**config.mk**
```make
export PLATFORM = sky130hd
export DESIGN_NAME = cursor_input_ctrl
export DESIGN_NICKNAME = d
export VERILOG_FILES = /design/src/rtl/cursor_input_ctrl.sv
export SDC_FILE = /design/constraint.sdc
export NUM_CORES = 1
export LEC_CHECK = 0
export ABC_AREA = 1
export BUFFER_PORTS_ARGS = -buffer_cell sky130_fd_sc_hd__buf_2
export CAP_MARGIN = 30
export CORE_AREA = 2 2 86 170
export DETAILED_ROUTE_END_ITERATION = 6
export DIE_AREA = 0 0 88 172
export SLEW_MARGIN = 20
export SYNTH_ARGS = -nofsm -noshare
export SYNTH_HDL_FRONTEND = slang
export SYNTH_SLANG_ARGS = --single-unit
export TNS_END_PERCENT = 30
```
**constraint.sdc**
```tcl
create_clock -name CLOCK_50 -period 2.7 [get_ports CLOCK_50]
set_clock_uncertainty 0.05 [all_clocks]
set_input_delay 0.27 -clock CLOCK_50 [delete_from_list [all_inputs] [get_ports CLOCK_50]]
set_output_delay 0.27 -clock CLOCK_50 [all_outputs]
set_load 0.05 [all_outputs]
```
**src/rtl/cursor_input_ctrl.sv**
```systemverilog
// -----------------------------------------------------------------------------
// cursor_input_ctrl
//
// Front end of the chess game core. Conditions the four board pushbuttons
// (2-FF synchronizer, per-key debounce, press detection), runs an auto-repeat
// state machine and keeps a wrapping cursor on the 8x8 board.
//
// Ports:
//   CLOCK_50    in   1  system clock, all state on the rising edge
//   reset_n     in   1  asynchronous active-low reset
//   KEY         in   4  raw pushbuttons, active-low: [3]=up [2]=down
//                       [1]=left [0]=right
//   cursor_col  out  3  cursor file 0..7
//   cursor_row  out  3  cursor rank 0..7
//   move_valid  out  1  one-cycle strobe, same cycle the cursor changes
//   move_dir    out  2  last move: 0=up 1=down 2=left 3=right
//   HEX1        out  7  active-low gfedcba, cursor_col+1
//   HEX0        out  7  active-low gfedcba, cursor_row+1
//
// Build option:
//   CURSOR_AUTOREPEAT_EN  defined   -> held key auto-repeats (REPEAT state and
//                                      repeat timer compiled in)
//                         undefined -> exactly one move per press
// -----------------------------------------------------------------------------
module cursor_input_ctrl #(
    parameter int DEBOUNCE_CYCLES = 1000000,
    parameter int REPEAT_DELAY    = 25000000,
    parameter int REPEAT_PERIOD   = 7500000
) (
    input  logic       CLOCK_50,
    input  logic       reset_n,
    input  logic [3:0] KEY,
    output logic [2:0] cursor_col,
    output logic [2:0] cursor_row,
    output logic       move_valid,
    output logic [1:0] move_dir,
    output logic [6:0] HEX1,
    output logic [6:0] HEX0
);

    localparam int DW = (DEBOUNCE_CYCLES > 1) ? $clog2(DEBOUNCE_CYCLES) : 1;
    localparam logic [DW-1:0] DB_LAST = DW'(DEBOUNCE_CYCLES - 1);

`ifdef CURSOR_AUTOREPEAT_EN
    localparam int TMAX = (REPEAT_DELAY > REPEAT_PERIOD) ? REPEAT_DELAY : REPEAT_PERIOD;
    localparam int TW   = (TMAX > 1) ? $clog2(TMAX) : 1;
    localparam logic [TW-1:0] DELAY_LOAD  = TW'(REPEAT_DELAY - 1);
    localparam logic [TW-1:0] PERIOD_LOAD = TW'(REPEAT_PERIOD - 1);

    typedef enum logic [1:0] {IDLE, HOLD, REPEAT, BLOCK} state_t;
`else
    typedef enum logic [1:0] {IDLE, HOLD, BLOCK} state_t;
`endif

    // -------------------------------------------------------------------------
    // Synchronizer: reset to the released level so no spurious press appears
    // -------------------------------------------------------------------------
    logic [3:0] sync1;
    logic [3:0] sync2;

    // NOTE: sequential state always uses non-blocking assignments so every
    // register samples the pre-edge values of the others.
    always_ff @(posedge CLOCK_50 or negedge reset_n) begin
        if (!reset_n) begin
            sync1 <= 4'hF;
            sync2 <= 4'hF;
        end else begin
            sync1 <= KEY;
            sync2 <= sync1;
        end
    end

    // -------------------------------------------------------------------------
    // Debounce: a key must hold a new level for DEBOUNCE_CYCLES cycles.
    // press is registered on the same edge the debounced level falls, so the
    // FSM sees press and the new debounced level together one cycle later.
    // -------------------------------------------------------------------------
    logic [DW-1:0] db_cnt [4];
    logic [3:0]    db_state;
    logic [3:0]    press;

    // NOTE: the counter array is only four entries and its start value matters
    // (a key held through reset must re-debounce from zero), so it is reset
    // like ordinary flops rather than left to power-up contents.
    always_ff @(posedge CLOCK_50 or negedge reset_n) begin
        if (!reset_n) begin
            db_state <= 4'hF;
            press    <= 4'h0;
            for (int i = 0; i < 4; i++) db_cnt[i] <= '0;
        end else begin
            press <= 4'h0;
            for (int i = 0; i < 4; i++) begin
                if (sync2[i] == db_state[i]) begin
                    db_cnt[i] <= '0;
                end else if (db_cnt[i] == DB_LAST) begin
                    db_state[i] <= sync2[i];
                    db_cnt[i]   <= '0;
                    press[i]    <= ~sync2[i];   // only the 1->0 flip is a press
                end else begin
                    db_cnt[i] <= db_cnt[i] + 1'b1;
                end
            end
        end
    end

    // -------------------------------------------------------------------------
    // Key bookkeeping and candidate next cursor position
    // -------------------------------------------------------------------------
    state_t     state;
    logic [1:0] held_key;
    logic [3:0] pressed;
    logic [3:0] other_pressed;
    logic [1:0] press_idx;
    logic [1:0] sel_key;
    logic [2:0] next_col;
    logic [2:0] next_row;
    logic       single_press;
    logic       multi_pressed;

    assign pressed       = ~db_state;
    assign other_pressed = pressed & ~(4'b0001 << held_key);
    assign single_press  = ($countones(press) == 1) && ($countones(pressed) == 1);
    assign multi_pressed = ($countones(pressed) >= 2);

    // NOTE: every always_comb output gets a default before any branch so no
    // path can leave it unassigned and infer a latch.
    always_comb begin
        press_idx = 2'd0;
        for (int i = 0; i < 4; i++) begin
            if (press[i]) press_idx = 2'(i);
        end
    end

    // In IDLE the move comes from the fresh press; later from the latched key.
    assign sel_key = (state == IDLE) ? press_idx : held_key;

    always_comb begin
        next_col = cursor_col;
        next_row = cursor_row;
        unique case (sel_key)
            2'd3: next_row = cursor_row + 3'd1;   // up, 7 wraps to 0
            2'd2: next_row = cursor_row - 3'd1;   // down, 0 wraps to 7
            2'd1: next_col = cursor_col - 3'd1;   // left
            2'd0: next_col = cursor_col + 3'd1;   // right
        endcase
    end

    // -------------------------------------------------------------------------
    // Auto-repeat FSM with registered cursor and strobe.
    // Key index i maps to direction 3-i, i.e. the bitwise inverse.
    // -------------------------------------------------------------------------
`ifdef CURSOR_AUTOREPEAT_EN
    logic [TW-1:0] timer;
`endif

    always_ff @(posedge CLOCK_50 or negedge reset_n) begin
        if (!reset_n) begin
            state      <= IDLE;
            held_key   <= 2'd0;
            cursor_col <= 3'd0;
            cursor_row <= 3'd0;
            move_valid <= 1'b0;
            move_dir   <= 2'd0;
`ifdef CURSOR_AUTOREPEAT_EN
            timer      <= '0;
`endif
        end else begin
            move_valid <= 1'b0;
            unique case (state)
                IDLE: begin
                    if (multi_pressed) begin
                        state <= BLOCK;
                    end else if (single_press) begin
                        cursor_col <= next_col;
                        cursor_row <= next_row;
                        move_dir   <= ~sel_key;
                        move_valid <= 1'b1;
                        held_key   <= press_idx;
`ifdef CURSOR_AUTOREPEAT_EN
                        timer      <= DELAY_LOAD;
`endif
                        state      <= HOLD;
                    end
                end
                // A second key wins over a simultaneous release so the FSM
                // never returns to IDLE with a key still held down.
                HOLD: begin
                    if (|other_pressed) begin
                        state <= BLOCK;
                    end else if (db_state[held_key]) begin
                        state <= IDLE;
                    end
`ifdef CURSOR_AUTOREPEAT_EN
                    else if (timer == '0) begin
                        cursor_col <= next_col;
                        cursor_row <= next_row;
                        move_dir   <= ~sel_key;
                        move_valid <= 1'b1;
                        timer      <= PERIOD_LOAD;
                        state      <= REPEAT;
                    end else begin
                        timer <= timer - 1'b1;
                    end
`endif
                end
`ifdef CURSOR_AUTOREPEAT_EN
                REPEAT: begin
                    if (|other_pressed) begin
                        state <= BLOCK;
                    end else if (db_state[held_key]) begin
                        state <= IDLE;
                    end else if (timer == '0) begin
                        cursor_col <= next_col;
                        cursor_row <= next_row;
                        move_dir   <= ~sel_key;
                        move_valid <= 1'b1;
                        timer      <= PERIOD_LOAD;
                    end else begin
                        timer <= timer - 1'b1;
                    end
                end
`endif
                BLOCK: begin
                    if (&db_state) state <= IDLE;
                end
                default: state <= IDLE;
            endcase
        end
    end

    // -------------------------------------------------------------------------
    // Seven-segment digits: value v shows as decimal v+1, active-low gfedcba
    // -------------------------------------------------------------------------
    function automatic logic [6:0] seg_digit(input logic [2:0] v);
        logic [6:0] seg;
        unique case (v)
            3'd0: seg = 7'b1111001;
            3'd1: seg = 7'b0100100;
            3'd2: seg = 7'b0110000;
            3'd3: seg = 7'b0011001;
            3'd4: seg = 7'b0010010;
            3'd5: seg = 7'b0000010;
            3'd6: seg = 7'b1111000;
            3'd7: seg = 7'b0000000;
        endcase
        return seg;
    endfunction

    assign HEX1 = seg_digit(cursor_col);
    assign HEX0 = seg_digit(cursor_row);

endmodule

```
==> metrics.md, run 1 <==
| Metric | Value |
|---|---|
| Outcome | finished, final reports clean |
| Initial antenna violation count | 0 |
| DRC | 0 |
| CTS tree | built |
| Post-route ant nets | 0 |
| Gpl congestion | 0.924 |
| Vias per cell | 4.85 |
| First-pass GRT wire length | 22800 µm |
| Clock Latency Late Sink | 350 ps |
| # port buffers | 28 |
| DP HPWL | 10100 µm |
| Wire length after detailed routing | 13100 µm |
| Final slew viol count | 0 |
| Sinks on Clock Net | 109 |
| Post-Place Setup Slack | 164 ps |
| DR WL/cell | 12.7 µm |
| Most Frequent Cell on Critical Path | inv_1 |
| Final WS setup | 173 ps |
| Final Power | 3.11 mW |
| Unrepaired setup endpoints after global routing | false |
| Syn Nets | 820 |
| Worst Path Required | 2900 ps |
| Clock Tree Root | clkbuf_16 |
| Max_cap viols | 0 |
| H-tree levels | 3 |
| CTS clock-pin slew for the worst setup and hold paths | 80 ps |
| Layout Cells excl Fill | 1035 |
| Final Cycle Share | 93.6% |
| Pleak | 3.17 nW |
| Final TNS setup | 0 ps |
| Critical Path Sink Type | flip-flop |
| Initial Util | 45.2% |
| Die Ht | 172 µm |
| All-layer global routing usage | 19.2% |
| Mapped Cells | 794 |
| Full die area | 0.0151 mm² |
| Final Hold Viols | 0 |
| Top cells by area, synth | dfrtp_1, nor2_1, nand2_1 |
| I/O pins | 29 |
| Largest net degree at the start of global routing | 46 |
| DRT Pass-1 Iters | 4 |
| Largest fanout on the critical path | 5 |
| Critical Path Max Stage Delay | 590 ps |
| PwrDens | 445 mW/mm² |
| Clk buf depth | 2 |
| Async SR Flop Fraction | 100% |
| Final min period | 2530 ps |
| Fin util | 50.7% |
| Worst Path Class, Setup | flip-flop to flip-flop |
| Hold Path Class | flip-flop to flip-flop |
| CTS buffer count | 9 |
| Nets | 867 |
| Initial DRC Count | 230 |
| EDFF count, synth | 0 |
| Yosys top cell area share | 38.9% |
| Placed cells | 1012 |
| Fmax | 0.396 GHz |
| Remaining Overflow, GRT | 0 |
| Ratio of cells with drive above 1 in the final layout | 13.8% |
| Sequential fraction of the synthesis area | 44.0% |
| Startpoint types | flip-flop |
| Peak supply drop | 0.000296 V |
| Critical-path cell list | fa_1 -> inv_1 -> ha_1 -> inv_1 -> ha_1 -> nor2_1 -> nand3_2 -> nor3_4 -> nand4_1 -> nand2_1 -> inv_1 |
| Post-cts resize count | 0 |
| Mapped Area | 0.00624 mm² |
| Row count | 61 |
| Area grow syn2layout | 12.2% |
| Slowest stage cell, crit path | dfstp_2 |
| Reg2Reg Setup Slack | 170 ps |
| Mean Syn Cell Area | 7.86 µm² |
| Vias in the first global route | 5089 |
| Slew margin rel. | 60.6% |
| Die width | 88 µm |
| Crit path max-delay family | adder cells |
| Largest area contributor in the netlist | dfrtp_1 |
| WP data arrival | 2730 ps |
| Top_reg_cell synth | dfrtp_1 |
| Final setup fails | 0 |
| Diodes inserted | 0 |
| Vias | 5023 |
| Seq cells post-synth | 109 |
| Slew @ Worst Pin | 592 ps |
| Synth warn | 0 |
| Yosys cell types | 33 |
| CP bufs+invs | 3 |
| Total core area | 0.0138 mm² |
[sequential cells by signal, summed over array words and instances (netlist names)]
| signal | cells |
|---|---|
| db_cnt | 80 |
| press | 4 |
| move_dir | 2 |
| cursor_row | 3 |
| sync1 | 4 |
| move_valid | 1 |
| held_key | 2 |
| state | 2 |
| db_state | 4 |
| sync2 | 4 |
| cursor_col | 3 |
[Yosys cell counts (6+ instances only)]
| cell type | n |
|---|---|
| a21oi_1 | 16 |
| dfrtp_1 | 97 |
| dfstp_2 | 12 |
| ha_1 | 16 |
| inv_1 | 94 |
| inv_2 | 8 |
| nand2_1 | 164 |
| nand2_2 | 7 |
| nand2_4 | 6 |
| nand3_1 | 55 |
| nand3_2 | 8 |
| nand4_1 | 8 |
| nor2_1 | 174 |
| nor2_2 | 11 |
| nor2_4 | 12 |
| nor3_1 | 21 |
| o21ai_0 | 14 |
| xnor2_1 | 18 |
| xor2_1 | 28 |
[logic make-up after synthesis]
| family | after synthesis | synth area share [%] |
|---|---|---|
| adders and majority gates | 20 | 4.49 |
| and+or+nand+nor | 477 | 35.5 |
| xor gates and xnor gates | 46 | 6.46 |
| DFF | 109 | 44.0 |
| AOI/OAI and AO/OA | 38 | 3.31 |
| buffers and inverters | 104 | 6.28 |
[power breakdown]
group | switching, mW | leakage (nW) | internal, mW
Clock | 0.597 | 0.140 | 0.724
Combinational | 0.0824 | 1.56 | 0.0348
Sequential | 0.0164 | 1.47 | 1.66
[worst register-to-register path: stages (launching register included)]
cell and delay, ps:
dfstp_2 590, fa_1 430, inv_1 70, ha_1 150, inv_1 50, ha_1 260, nor2_1 130, nand3_2 180
nor3_4 270, nand4_1 140, nand2_1 90, inv_1 40
[layout make-up]
class | count | area [µm²]
Fill cell | 1333 | 6820
Sequential cell | 109 | 2740
Tap cell | 189 | 236
Clock buffer | 11 | 233
Inverter | 103 | 387
Multi-Input combinational cell | 581 | 3110
Timing Repair Buffer | 37 | 235
Clock inverter | 5 | 60.1
[per-layer routing]
metal | vias up | GRT usage, % | routed length (µm)
met2 | 73 | 36.5 | 7380
met3 | 27 | 2.82 | 278
met1 | 2364 | 20.0 | 5070
li1 | 2559 | - | -
met5 | - | 0 | 0
met4 | 0 | 8.43 | 385
[cells in the final DEF, fill, tap and decap left out, types with 2 or more instances in the layout]
cell / count
dlygate4sd3_1: 5
buf_2: 27
nor2_1: 174
nand3_2: 8
nor3_1: 21
nand2_4: 6
nand4_1: 8
nor2_2: 11
clkbuf_16: 9
inv_1: 94
fa_1: 4
nor3_2: 4
nand2_1: 164
clkbuf_1: 2
nand3_1: 55
o21ai_0: 14
a21oi_1: 16
xnor2_1: 18
dfstp_2: 12
nand3b_1: 2
inv_2: 8
dfrtp_1: 97
nor3_4: 2
buf_4: 4
o21bai_1: 4
xor2_1: 28
nor2_4: 12
ha_1: 16
nand2_2: 7
[through the flow]
step	cell area (µm²)	hold WS, ps
2_1_floorplan	6240	-75.6
3_3_place_gp	6640	265
3_5_place_dp	6640	273
4_1_cts	6980	308
5_1_grt	7000	315
6_report	7000	307
[what timing repair did]
action / CTS / global route
endpoints found under the hold margin: 43 / 0
setup endpoints to repair: 0 / 1
setup buffers: 0 / 2
hold buffers: 5 / 0
[path summary, 6_finish.rpt]
| kind | startpoint | endpoint | cells past startpoint |
|---|---|---|---|
| min reg2reg | sync1[3] | sync2[3] | 0 |
| max reg2reg | db_state[3] | cursor_row[2] | 11 |
| max in group asynchronous | reset_n | sync1[2] | 3 |
| max | db_state[3] | cursor_row[2] | 11 |
| min in group asynchronous | reset_n | db_cnt[61] | 2 |
| min | sync1[3] | sync2[3] | 0 |
Note: power is estimated with default switching activity, not from simulation.
==> run 2: changes to the inputs <==
--- a/config.mk
+++ b/config.mk
@@ -11,6 +11,7 @@
 export CORE_AREA = 2 2 86 170
 export DETAILED_ROUTE_END_ITERATION = 6
 export DIE_AREA = 0 0 88 172
+export PLACE_DENSITY = 0.73
 export SLEW_MARGIN = 20
 export SYNTH_ARGS = -nofsm -noshare
 export SYNTH_HDL_FRONTEND = slang
==> metrics.md, run 2 (synthesized netlist as in run 1, its figures left out) <==
| Metric | Value |
|---|---|
| Flop pwr share | 54.8% (+1.0 points) |
| Largest net degree at the start of global routing | 50 (+8.7%) |
| Placed cells | 1013 (+0.099%) |
| Slew @ Worst Pin | 635 ps (+43.2 ps) |
| Final min period | 2520 ps (-4.62 ps) |
| Startpoint types | flip-flop |
| Design Area, Final | 0.00700 mm² (about the same) |
| # port buffers | 28 (unchanged) |
| DRT Pass-1 Iters | 5 (+1) |
| Final TNS setup | 0 ps (unchanged) |
| Most frequent cells in the layout | nor2_1, nand2_1, dfrtp_1, inv_1, nand3_1 |
| Final Hold Viols | 0 (unchanged) |
| Initial antenna violation count | 0 (unchanged) |
| Switching Fraction | 23.7% (+1.4 points) |
| Critical Path Max Stage Delay | 590 ps (about the same) |
| Fin util | 50.7% (about the same) |
| Int Power | 2.33 mW (-3.5%) |
| Die width | 88 µm (unchanged) |
| H-tree levels | 3 (unchanged) |
| Slowest stage cell, crit path | dfstp_2 |
| Critical Path Sink Type | flip-flop |
| Worst Path Class, Setup | flip-flop to flip-flop |
| Switching power | 725 µW (+4.2%) |
| Fmax | 0.396 GHz (+0.18%) |
| Slew margin rel. | 57.7% (-2.9 points) |
| DRC | 0 (unchanged) |
| Final WS setup | 178 ps (+4.62 ps) |
| Initial Util | 45.2% (unchanged) |
| Vias | 5092 (+1.4%) |
| Layout Cells excl Fill | 1038 (+0.29%) |
| Pleak | 3.17 nW (+0.26%) |
| Clock Latency Late Sink | 350 ps (about the same) |
| Remaining Overflow, GRT | 0 (unchanged) |
| Sequential cell area | 0.00274 mm² (unchanged) |
| Nets | 870 (+0.35%) |
| I/O pins | 29 (unchanged) |
| Max reg flops | 80 (unchanged) |
| Total core area | 0.0138 mm² (unchanged) |
| Area grow syn2layout | 12.2% (about the same) |
| Area taken by multi-input logic gates | 0.00311 mm² (+0.16%) |
| Hold slack | 311 ps (+3.86 ps) |
| Vias per cell | 4.91 (+1.1%) |
| Worst Path Required | 2890 ps (about the same) |
| PwrDens | 436 mW/mm² (-1.9%) |
| Largest fanout on the critical path | 5 (unchanged) |
| Top reg by flops | db_cnt |
| All-layer global routing usage | 18.6% (-0.51 points) |
| Row count | 61 (unchanged) |
| Final Cycle Share | 93.4% (-0.17 points) |
| Diodes inserted | 0 (unchanged) |
| Vias in the first global route | 5058 (-0.61%) |
| Ratio of cells with drive above 1 in the final layout | 14.5% (+0.66 points) |
| Post-Place Setup Slack | 142 ps (-22.0 ps) |
| Full die area | 0.0151 mm² (unchanged) |
| Clk buf depth | 2 (unchanged) |
| Outcome | finished, final reports clean |
| Clock power share | 41.5% (-1.0 points) |
| Final slew viol count | 0 (unchanged) |
| Placed Area | 0.00664 mm² (about the same) |
| CTS tree | built |
| Hold Path Class | flip-flop to flip-flop |
| Initial DRC Count | 183 (-20%) |
| Final setup fails | 0 (unchanged) |
| Sinks on Clock Net | 109 (unchanged) |
| Die Ht | 172 µm (unchanged) |
| DP HPWL | 10200 µm (+0.91%) |
| First-pass GRT wire length | 22500 µm (-1.2%) |
| DR WL/cell | 12.6 µm (-0.25%) |
| Final Power | 3.06 mW (-1.8%) |
| Wire length after detailed routing | 13100 µm (about the same) |
| Peak supply drop | 0.000290 V (-2.1%) |
| Combinational group share of total power | 3.7% (about the same) |
| CTS buffer count | 9 (unchanged) |
| WP data arrival | 2710 ps (-20 ps) |
| Post-route ant nets | 0 (unchanged) |
| Most common cell after layout, fill and taps aside | nor2_1 |
| Gpl congestion | 0.888 (-3.9%) |
| Clock Tree Root | clkbuf_16 |
| Critical-path cell list | fa_1 -> inv_1 -> ha_1 -> inv_1 -> ha_1 -> nor2_1 -> nand3_2 -> nor2_8 -> nand2_2 -> nor3_2 -> nor2_1 |
| CTS clock-pin slew for the worst setup and hold paths | 80 ps (about the same) |
| Max_cap viols | 0 (unchanged) |
| Fillers | 1344 (+0.83%) |
==> run 2: cell count changes in the layout (fill, tap and decap cells not counted), sizes merged <==
cell,before,now
inv,103,106
clkbuf,11,9
bufinv,1,0
buf,32,35
==> run 2: worst max-delay path, delay by kind of cell, from the launching register on <==
family,cells,cell delay (ps)
AND/OR/NAND/NOR,6,830
adder cells (fa/ha/maj),3,840
flip-flops,1,590
buffers and inverters,2,110
==> run 2: final cells by class <==
cell class / count / share of cell area (%)
timing repair buffer: 40 / 3.50
clock buffer: 9 / 3.22
inverter: 103 / 5.52
multi-input combinational: 581 / 44.4
clock inverter: 7 / 0.804
sequential: 109 / 39.2
tap: 189 / 3.38
==> run 2: metal layers <==
metal / routed length [µm] / global-route usage [%] / vias to the layer above
li1: - / - / 2569
met1: 4980 / 19.7 / 2426
met2: 7570 / 35.5 / 69
met3: 209 / 2.48 / 28
met4: 358 / 8.29 / 0
met5: 0 / 0 / -
==> run 2: power by group through the flow <==
stage	clock [mW]	sequential [mW]	combinational [mW]
finish	1.27	1.67	0.115
global placement	0	1.70	0.111
CTS	1.30	1.67	0.120
detailed placement	0	1.71	0.114
floorplan	0	1.70	0.0565
global route	1.37	1.68	0.133
==> run 2: timing repair <==
| action | in CTS | in global routing |
|---|---|---|
| hold buffers | 5 | 0 |
| setup endpoints to repair | 0 | 1 |
| endpoints found under the hold margin | 42 | 0 |
| buffers inserted | 0 | 4 |
| gates resized for setup | 0 | 1 |
==> run 2: worst paths after layout <==
path                       cells after the start             to  slack, ps         from
setup / recovery                              11  cursor_col[2]        180  db_state[1]
hold / removal                                 0       sync2[3]        310     sync1[3]
setup reg to reg                              11  cursor_col[2]        180  db_state[1]
hold reg to reg                                0       sync2[3]        310     sync1[3]
max in group asynchronous                      3       sync1[2]       1420      reset_n
min in group asynchronous                      2     db_cnt[74]        420      reset_n
==> run 3: changes to the inputs <==
--- a/config.mk
+++ b/config.mk
@@ -8,10 +8,11 @@
 export ABC_AREA = 1
 export BUFFER_PORTS_ARGS = -buffer_cell sky130_fd_sc_hd__buf_2
 export CAP_MARGIN = 30
-export CORE_AREA = 2 2 86 170
+export CORE_AREA = 2 2 74 147
 export DETAILED_ROUTE_END_ITERATION = 6
-export DIE_AREA = 0 0 88 172
-export PLACE_DENSITY = 0.73
+export DIE_AREA = 0 0 76 149
+export HOLD_SLACK_MARGIN = 0.15
+export PLACE_DENSITY = 0.91
 export SLEW_MARGIN = 20
 export SYNTH_ARGS = -nofsm -noshare
 export SYNTH_HDL_FRONTEND = slang
==> metrics.md, run 3 (synthesized netlist as in run 1, its figures left out) <==
| Metric | Value |
|---|---|
| Top reg by flops | db_cnt |
| Die width | 76 µm (-14%) |
| CTS buffer count | 9 (unchanged) |
| Final Hold Viols | 0 (unchanged) |
| CTS tree | built |
| DP HPWL | 9410 µm (-7.8%) |
| Hold Path Class | flip-flop to flip-flop |
| Most frequent cells in the layout | nor2_1, nand2_1, dfrtp_1, inv_1, nand3_1 |
| H-tree levels | 3 (unchanged) |
| Hold path depth | 0 (unchanged) |
| FF-to-FF End | cursor_row[0] |
| Final slew viol count | 0 (unchanged) |
| Reg-to-reg startpoint | press[3] |
| Gpl congestion | 0.884 (-0.42%) |
| Remaining Overflow, GRT | 0 (unchanged) |
| Worst Hold Launch | sync1[0] |
| Critical-path cell list | inv_1 -> fa_1 -> inv_1 -> ha_1 -> ha_1 -> nor2_1 -> nand3_2 -> nor3_4 -> buf_4 -> xor2_1 |
| CP bufs+invs | 3 (+1) |
| Slew margin rel. | 53.2% (-4.5 points) |
| Fmax | 0.387 GHz (-2.5%) |
| Final setup fails | 0 (unchanged) |
| Diodes inserted | 0 (unchanged) |
| Critical Path Sink Type | flip-flop |
| Sinks on Clock Net | 109 (unchanged) |
| Reg2Reg Setup Slack | 110 ps (-60 ps) |
| Wire length after detailed routing | 13600 µm (+3.4%) |
| Full die area | 0.0113 mm² (-25%) |
| Initial antenna violation count | 0 (unchanged) |
| I/O pins | 29 (unchanged) |
| Outcome | finished, final reports clean |
| Clk buf depth | 2 (unchanged) |
| Largest net degree at the start of global routing | 59 (+18%) |
| WP data arrival | 2800 ps (+90 ps) |
| Slowest stage cell, crit path | fa_1 |
| DRC | 0 (unchanged) |
| Vias | 5310 (+4.3%) |
| Peak supply drop | 0.000392 V (+35%) |
| All-layer global routing usage | 25.3% (+6.6 points) |
| PwrDens | 439 mW/mm² (+0.61%) |
| Vias in the first global route | 5366 (+6.1%) |
| Final min period | 2590 ps (+64.5 ps) |
| Max reg flops | 80 (unchanged) |
| Crit path max-delay family | adder cells |
| Total core area | 0.0103 mm² (-26%) |
| Fillers | 751 (-44%) |
| Vias per cell | 5.39 (+9.8%) |
| Initial DRC Count | 335 (+83%) |
| Clock Tree Root | clkbuf_16 |
| DR WL/cell | 13.8 µm (+8.9%) |
| Worst Path Class, Setup | flip-flop to flip-flop |
| Nets | 870 (unchanged) |
| Row count | 53 (-13%) |
| Final Cycle Share | 95.8% (+2.4 points) |
| Clock Latency Late Sink | 360 ps (about the same) |
| R2R cell count | 10 (-1) |
| Fin util | 67.5% (+17 points) |
| Ratio of cells with drive above 1 in the final layout | 14.5% (unchanged) |
| Hold path endpoint | sync2[0] |
| Post-route ant nets | 0 (unchanged) |
| Startpoint types | flip-flop |
| Area grow syn2layout | 11.2% |
| Worst Path Required | 2920 ps (+30 ps) |
| Final Power | 3.05 mW (-0.29%) |
| CTS clock-pin slew for the worst setup and hold paths | 70 ps (about the same) |
| Die Ht | 149 µm (-13%) |
| First-pass GRT wire length | 23400 µm (+3.9%) |
| Initial Util | 60.7% (+16 points) |
| Most common cell after layout, fill and taps aside | nor2_1 |
| Critical Path Max Stage Delay | 480 ps (-110 ps) |
| Largest fanout on the critical path | 5 (unchanged) |
| Max_cap viols | 0 (unchanged) |
| # port buffers | 28 (unchanged) |
| DRT Pass-1 Iters | 5 (unchanged) |
| Slew @ Worst Pin | 702 ps (+67.1 ps) |
| Pleak | 3.18 nW (about the same) |
==> run 3: final cells by class <==
cell class / count / area (µm²) / area share (%)
Multi-Input combinational cell: 581 / 3110 / 44.8
Sequential cell: 109 / 2740 / 39.5
Inverter: 103 / 387 / 5.57
Timing Repair Buffer: 40 / 245 / 3.53
Clock buffer: 10 / 239 / 3.44
Tap cell: 137 / 171 / 2.47
Clock inverter: 6 / 45.0 / 0.649
==> run 3: how the worst max path moves through the flow <==
stage                  start       endpoint  slack (ps)  cells after the start
3_3_place_gp     db_state[1]  cursor_col[2]         220                     11
3_5_place_dp     db_state[1]  cursor_col[2]         120                     11
2_1_floorplan  cursor_row[0]        HEX0[3]          80                      3
5_1_grt          db_state[1]  cursor_row[0]         -20                     10
6_report            press[3]  cursor_row[0]         110                     10
4_1_cts          db_state[1]  cursor_col[2]          70                     11
==> run 3: report_power, final <==
| part | switching (mW) | leakage, nW | internal (mW) |
|---|---|---|---|
| clock | 0.602 | 0.143 | 0.658 |
| sequential | 0.0167 | 1.47 | 1.66 |
| combinational | 0.0794 | 1.57 | 0.0336 |
==> run 3: through the flow <==
stage / hold WS (ps) / area, µm² / worst slack [ps] / setup TNS, ps / std cells
after floorplan: -75.6 / 6240 / 80.1 / 0 / 794
after global placement: 295 / 6570 / 219 / 0 / 961
after detailed placement: 300 / 6570 / 119 / 0 / 961
after CTS: 310 / 6910 / 71.4 / 0 / 982
after global routing: 313 / 6940 / -17.3 / -29.8 / 986
final: 309 / 6940 / 113 / 0 / 986
==> run 3: timing repair <==
item | in CTS | in global routing
hold endpoints to repair | 48 | 0
hold buffers | 5 | 0
resized for setup | 0 | 1
setup endpoints to repair | 0 | 3
buffers inserted | 0 | 4
==> run 3: per-layer routing <==
layer	GRT usage, %	share of wire [%]
met5	0	0
met4	10.4	2.9
met3	4.24	4.6
met2	45.6	53
met1	29.8	39
